$ cat src/rtl/reg_universal_if.sv
// Control/data bundle for reg_universal: master drives the controls and data,
// slave returns q, qbar, co and the gated bus copy.
interface reg_universal_if #(
  parameter int unsigned WIDTH = 8
);
  localparam int unsigned MODE_W = 3;

  logic              preset;
  logic [MODE_W-1:0] mode;
  logic [WIDTH-1:0]  d;
  logic              ser_l;
  logic              ser_r;
  logic              oe;
  logic [WIDTH-1:0]  q;
  logic [WIDTH-1:0]  qbar;
  logic              co;
  wire  [WIDTH-1:0]  bus_out;

  modport master (
    output preset, mode, d, ser_l, ser_r, oe,
    input  q, qbar, co, bus_out
  );

  modport slave (
    input  preset, mode, d, ser_l, ser_r, oe,
    output q, qbar, co, bus_out
  );
endinterface

$ cat src/rtl/reg_universal.sv
// Universal register: load/shift/rotate/inc/dec with sync clear and preset.
// Define REG_UNIVERSAL_TRISTATE_EN to float bus_out when oe=0 (default: zeros).
module reg_universal #(
  parameter int unsigned      WIDTH       = 8,
  parameter logic [WIDTH-1:0] RESET_VALUE = '0
) (
  input  logic           clk,
  input  logic           clear,
  reg_universal_if.slave bus
);

  typedef enum logic [2:0] {
    OP_HOLD = 3'd0,
    OP_LOAD = 3'd1,
    OP_SHL  = 3'd2,
    OP_SHR  = 3'd3,
    OP_ROTL = 3'd4,
    OP_ROTR = 3'd5,
    OP_INC  = 3'd6,
    OP_DEC  = 3'd7
  } op_e;

  localparam logic [WIDTH-1:0] ALL_ONES = {WIDTH{1'b1}};
  localparam logic [WIDTH-1:0] ALL_ZERO = {WIDTH{1'b0}};

  logic [WIDTH-1:0] q_q;
  logic [WIDTH-1:0] q_d;
  logic             co_q;
  logic             co_d;
  op_e              op;

  assign op = op_e'(bus.mode);

  // Next value: preset beats mode; clear is applied in the register stage.
  always_comb begin
    q_d  = q_q;
    co_d = co_q;
    if (bus.preset) begin
      q_d  = ALL_ONES;
      co_d = 1'b0;
    end else begin
      unique case (op)
        OP_HOLD: begin
          q_d  = q_q;
          co_d = co_q;
        end
        OP_LOAD: begin
          q_d  = bus.d;
          co_d = 1'b0;
        end
        OP_SHL: begin
          q_d  = {q_q[WIDTH-2:0], bus.ser_l};
          co_d = q_q[WIDTH-1];
        end
        OP_SHR: begin
          q_d  = {bus.ser_r, q_q[WIDTH-1:1]};
          co_d = q_q[0];
        end
        OP_ROTL: begin
          q_d  = {q_q[WIDTH-2:0], q_q[WIDTH-1]};
          co_d = q_q[WIDTH-1];
        end
        OP_ROTR: begin
          q_d  = {q_q[0], q_q[WIDTH-1:1]};
          co_d = q_q[0];
        end
        OP_INC: begin
          {co_d, q_d} = {1'b0, q_q} + (WIDTH+1)'(1);
        end
        OP_DEC: begin
          q_d  = q_q - WIDTH'(1);
          co_d = (q_q == ALL_ZERO);
        end
        default: begin
          q_d  = q_q;
          co_d = co_q;
        end
      endcase
    end
  end

  // Synchronous clear has top priority; no asynchronous path.
  always_ff @(posedge clk) begin
    if (clear) begin
      q_q  <= RESET_VALUE;
      co_q <= 1'b0;
    end else begin
      q_q  <= q_d;
      co_q <= co_d;
    end
  end

  assign bus.q    = q_q;
  assign bus.qbar = ~q_q;
  assign bus.co   = co_q;

`ifdef REG_UNIVERSAL_TRISTATE_EN
  assign bus.bus_out = bus.oe ? q_q : {WIDTH{1'bz}};
`else
  // Zeros when disabled so several sources can be OR-combined.
  assign bus.bus_out = bus.oe ? q_q : ALL_ZERO;
`endif

endmodule

$ cat src/flat_wrapper.sv
// flat-port wrapper written by rule: the top's interface ports become plain ports
module reg_universal_flat 
#(
  parameter int unsigned      WIDTH       = 8,
  parameter logic [WIDTH-1:0] RESET_VALUE = '0
)
  (clk, clear, bus_preset, bus_mode, bus_d, bus_ser_l, bus_ser_r, bus_oe, bus_q, bus_qbar, bus_co, bus_bus_out);
  reg_universal_if #(.WIDTH(WIDTH)) bus_i ();
  input  logic clk;
  input  logic clear;
  input wire logic [$bits(bus_i.preset)-1:0] bus_preset;
  input wire logic [$bits(bus_i.mode)-1:0] bus_mode;
  input wire logic [$bits(bus_i.d)-1:0] bus_d;
  input wire logic [$bits(bus_i.ser_l)-1:0] bus_ser_l;
  input wire logic [$bits(bus_i.ser_r)-1:0] bus_ser_r;
  input wire logic [$bits(bus_i.oe)-1:0] bus_oe;
  output wire logic [$bits(bus_i.q)-1:0] bus_q;
  output wire logic [$bits(bus_i.qbar)-1:0] bus_qbar;
  output wire logic [$bits(bus_i.co)-1:0] bus_co;
  output wire logic [$bits(bus_i.bus_out)-1:0] bus_bus_out;
  assign bus_i.preset = bus_preset;
  assign bus_i.mode = bus_mode;
  assign bus_i.d = bus_d;
  assign bus_i.ser_l = bus_ser_l;
  assign bus_i.ser_r = bus_ser_r;
  assign bus_i.oe = bus_oe;
  assign bus_q = bus_i.q;
  assign bus_qbar = bus_i.qbar;
  assign bus_co = bus_i.co;
  assign bus_bus_out = bus_i.bus_out;
  reg_universal #(.WIDTH(WIDTH), .RESET_VALUE(RESET_VALUE)) u_core (.clk(clk), .clear(clear), .bus(bus_i));
endmodule
$ cat config.mk
export PLATFORM = sky130hd
export DESIGN_NAME = reg_universal_flat
export DESIGN_NICKNAME = d
export VERILOG_FILES = /design/src/rtl/reg_universal_if.sv /design/src/rtl/reg_universal.sv /design/src/flat_wrapper.sv
export SDC_FILE = /design/constraint.sdc
export NUM_CORES = 1
export LEC_CHECK = 0
export ABC_AREA = 1
export ABC_CLOCK_PERIOD_IN_PS = 1700
export CORE_MARGIN = 1.5
export CORE_UTILIZATION = 45
export DETAILED_ROUTE_END_ITERATION = 12
export PLACE_DENSITY = 0.82
export SYNTH_ARGS = -nofsm -noshare
export SYNTH_HDL_FRONTEND = slang
export SYNTH_SLANG_ARGS = --single-unit
$ cat constraint.sdc
create_clock -name clk -period 1.7 [get_ports clk]
set_input_delay 0.425 -clock clk [delete_from_list [all_inputs] [get_ports clk]]
set_output_delay 0.425 -clock clk [all_outputs]
set_load 0.02 [all_outputs]
==> run metrics, run 1 <==
status completed; post-CTS sizing 26; register area share after synthesis between 10% and 20%; Ant. Diodes 0; Area growth syn-to-layout 49.1%; crit share post-route 95.9%; Yosys reg bits 9; Req. time, crit path 1270 ps; most used flip-flop cell after synthesis dfxtp_1; Worst Hold Endpoint u_core.bus.co; via count about 1500; Worst Hold Depth 2; clock slew at reported path FFs 70 ps; total grt overflow 0; Final Hold Vio Count 0; r2r worst-path depth 9; Power Total 0.000929 W; vias in the first global route 1261; GRT Overall Usage 27.1%; Final Max Tran Viols 0; Worst Setup Path Type reg -> out; num ports 42; Final Worst Setup Slack 69.7 ps; Post-Synthesis Cells 203; Starting Density 47.2%; die area 0.00289 sq mm; core footprint 0.00245 sq mm; delay-heaviest family, CP buffers and inverters; global-route wire length before repair 5.62 mm; DRT Wirelength 3.65 mm; critical-path cell list clkdlybuf4s50_1; Final Skew 7.11 ps; Initial DRC Count 53; Yosys cell types 29; placement row count 18; Hold Crit Start u_core.bus.co; PortBufs around 40; ys async rst share 0%; slowest CP cell clkdlybuf4s50_1; CP max stage delay 600 ps; Residual DRC 0; routed len/inst approximately 13 um; Max clock buf depth 2; Crit path buffers/inverters 1; worst r2r src u_core.bus.q[0]; Worst setup EP type primary output; First-pass DRT Iterations 4; fmax 0.613 GHz; initial antenna violation count 0; final-report setup violation count 0; Max-Cap Viols 0; syn avg cell area ~5.7 sq um; Lkg Pwr 0.947 nW; RSZ-0062 raised after global routing true; CTS sink cnt 9; CP Max Fanout 2; RD Place Congestion about 0.94; Worst setup startpoint u_core.bus.co; Num CTS Buffers 3; H-tree depth 1; clk_lat worst skew 270 ps; pwr dens 538 mW/mm^2; Worst Hold Class reg -> reg; Antenna Nets Post-Route 0; final net count 282; via/cell ratio between 5 and 6; CTS tree yes; maximum VDD drop 541 uV; CP Launch Type flip-flop; pre-CTS setup slack -515 ps; Reg-to-Reg End u_core.bus.q[7]; Tmin final between 1500 and 2000 ps; layout cells sized above 1 18.0%; number of synthesized flops with an enable pin 0; relative slew slack 82.2%; Root Buffer clkbuf_4; fillcell total 227; Cell Area, Synth roughly 0.0012 sq mm; hpwl dp 2.80 mm; Ys Warns 0; Hold Buf Count CTS 0; Die Ht 53.7 um; syn_nets 223; postcts setup bufs 0; largest net degree at the start of global routing 11; Worst EP arrival approximately 1200 ps; Die Wd 53.7 um; worst slew pin tran 266 ps; R2R setup slack around 220 ps
-- cell families after synthesis --
family                     synth area share [%]
and+or+nand+nor                            46.1
DFF                                        15.6
AOI/OAI and AO/OA                          17.4
adders and majority gates                  3.24
buffers and inverters                      17.7
-- cell usage after synthesis (2+ instances only) --
master   instances  area [sq um]
nand2_2          3          18.8
nand3_2          2          20.0
o21ai_0         21           105
buf_2            2          10.0
inv_1           29           109
nor3_1           4          20.0
nor2_1          18          67.6
nand3_1         18          90.1
a21oi_1          9          45.0
nand2_1         52           195
dfxtp_1          9           180
or2_2            2          12.5
buf_6            5          56.3
nand4_1          7          43.8
ha_1             3          37.5
inv_2            5          18.8
nor2_4           2          22.5
-- through the flow --
stage	instances	utilization, %	area [sq um]	hold WS [ps]	setup TNS [ps]
3_3_place_gp	287	69.5	1710	473	-4910
6_report	291	70.4	1730	491	0
5_1_grt	291	70.4	1730	501	-22.5
3_5_place_dp	287	69.5	1710	474	-5220
2_1_floorplan	203	-	1160	554	0
4_1_cts	291	69.8	1710	489	0
-- how the worst max path moves through the flow --
stage / slack, ps / to / depth (start not counted)
CTS: 2 / bus_qbar[5] / 2
floorplan: 20 / u_core.bus.q[2] / 7
global route: -20 / u_core.bus.q[7] / 9
detailed placement: -510 / bus_bus_out[0] / 4
finish: 70 / bus_co / 1
global placement: -470 / bus_bus_out[0] / 4
-- layer usage --
metal	vias to the layer above	wire (um)	GRT usage [%]
met5	-	0	0
met4	0	21	8.55
met3	2	303	5.00
met2	81	1730	43.7
met1	651	1590	36.2
li1	769	-	-
-- state kept, by name, summed over array words and instances (netlist names) --
name	count
u_core.bus.q	8
u_core.bus.co	1
-- layout by cell type, fill, tap and decap left out, drive strengths merged, types with 7 or more instances in the layout --
master         instances
a21oi                  9
buf                   22
clkdlybuf4s50         15
dfxtp                  9
dlygate4sd2           20
inv                   34
nand2                 55
nand3                 20
nand4                  7
nor2                  22
o21ai                 23
-- layout make-up --
cell class,instances,area [sq um],share of cell area (%)
multi-input combinational,151,773,44.8
timing repair buffer,63,577,33.4
sequential,9,184,10.6
inverter,34,130,7.53
tap,30,37.5,2.17
clock buffer,4,26.3,1.52
-- power by group --
group / internal (W) / switching [W]
Sequential: 0.000233 / 0.0000290
Combinational: 0.000209 / 0.000285
Clock: 0.0000908 / 0.0000828
Total: 0.000532 / 0.000397
(Power assumes the default switching activity.)
==> run 2: changes to the inputs <==
CAP_MARGIN = 20   (was not set)
CTS_CLUSTER_SIZE = 30   (was not set)
==> results of run 2 <==
The final DEF is identical to that of run 1; final timing and power are the same.
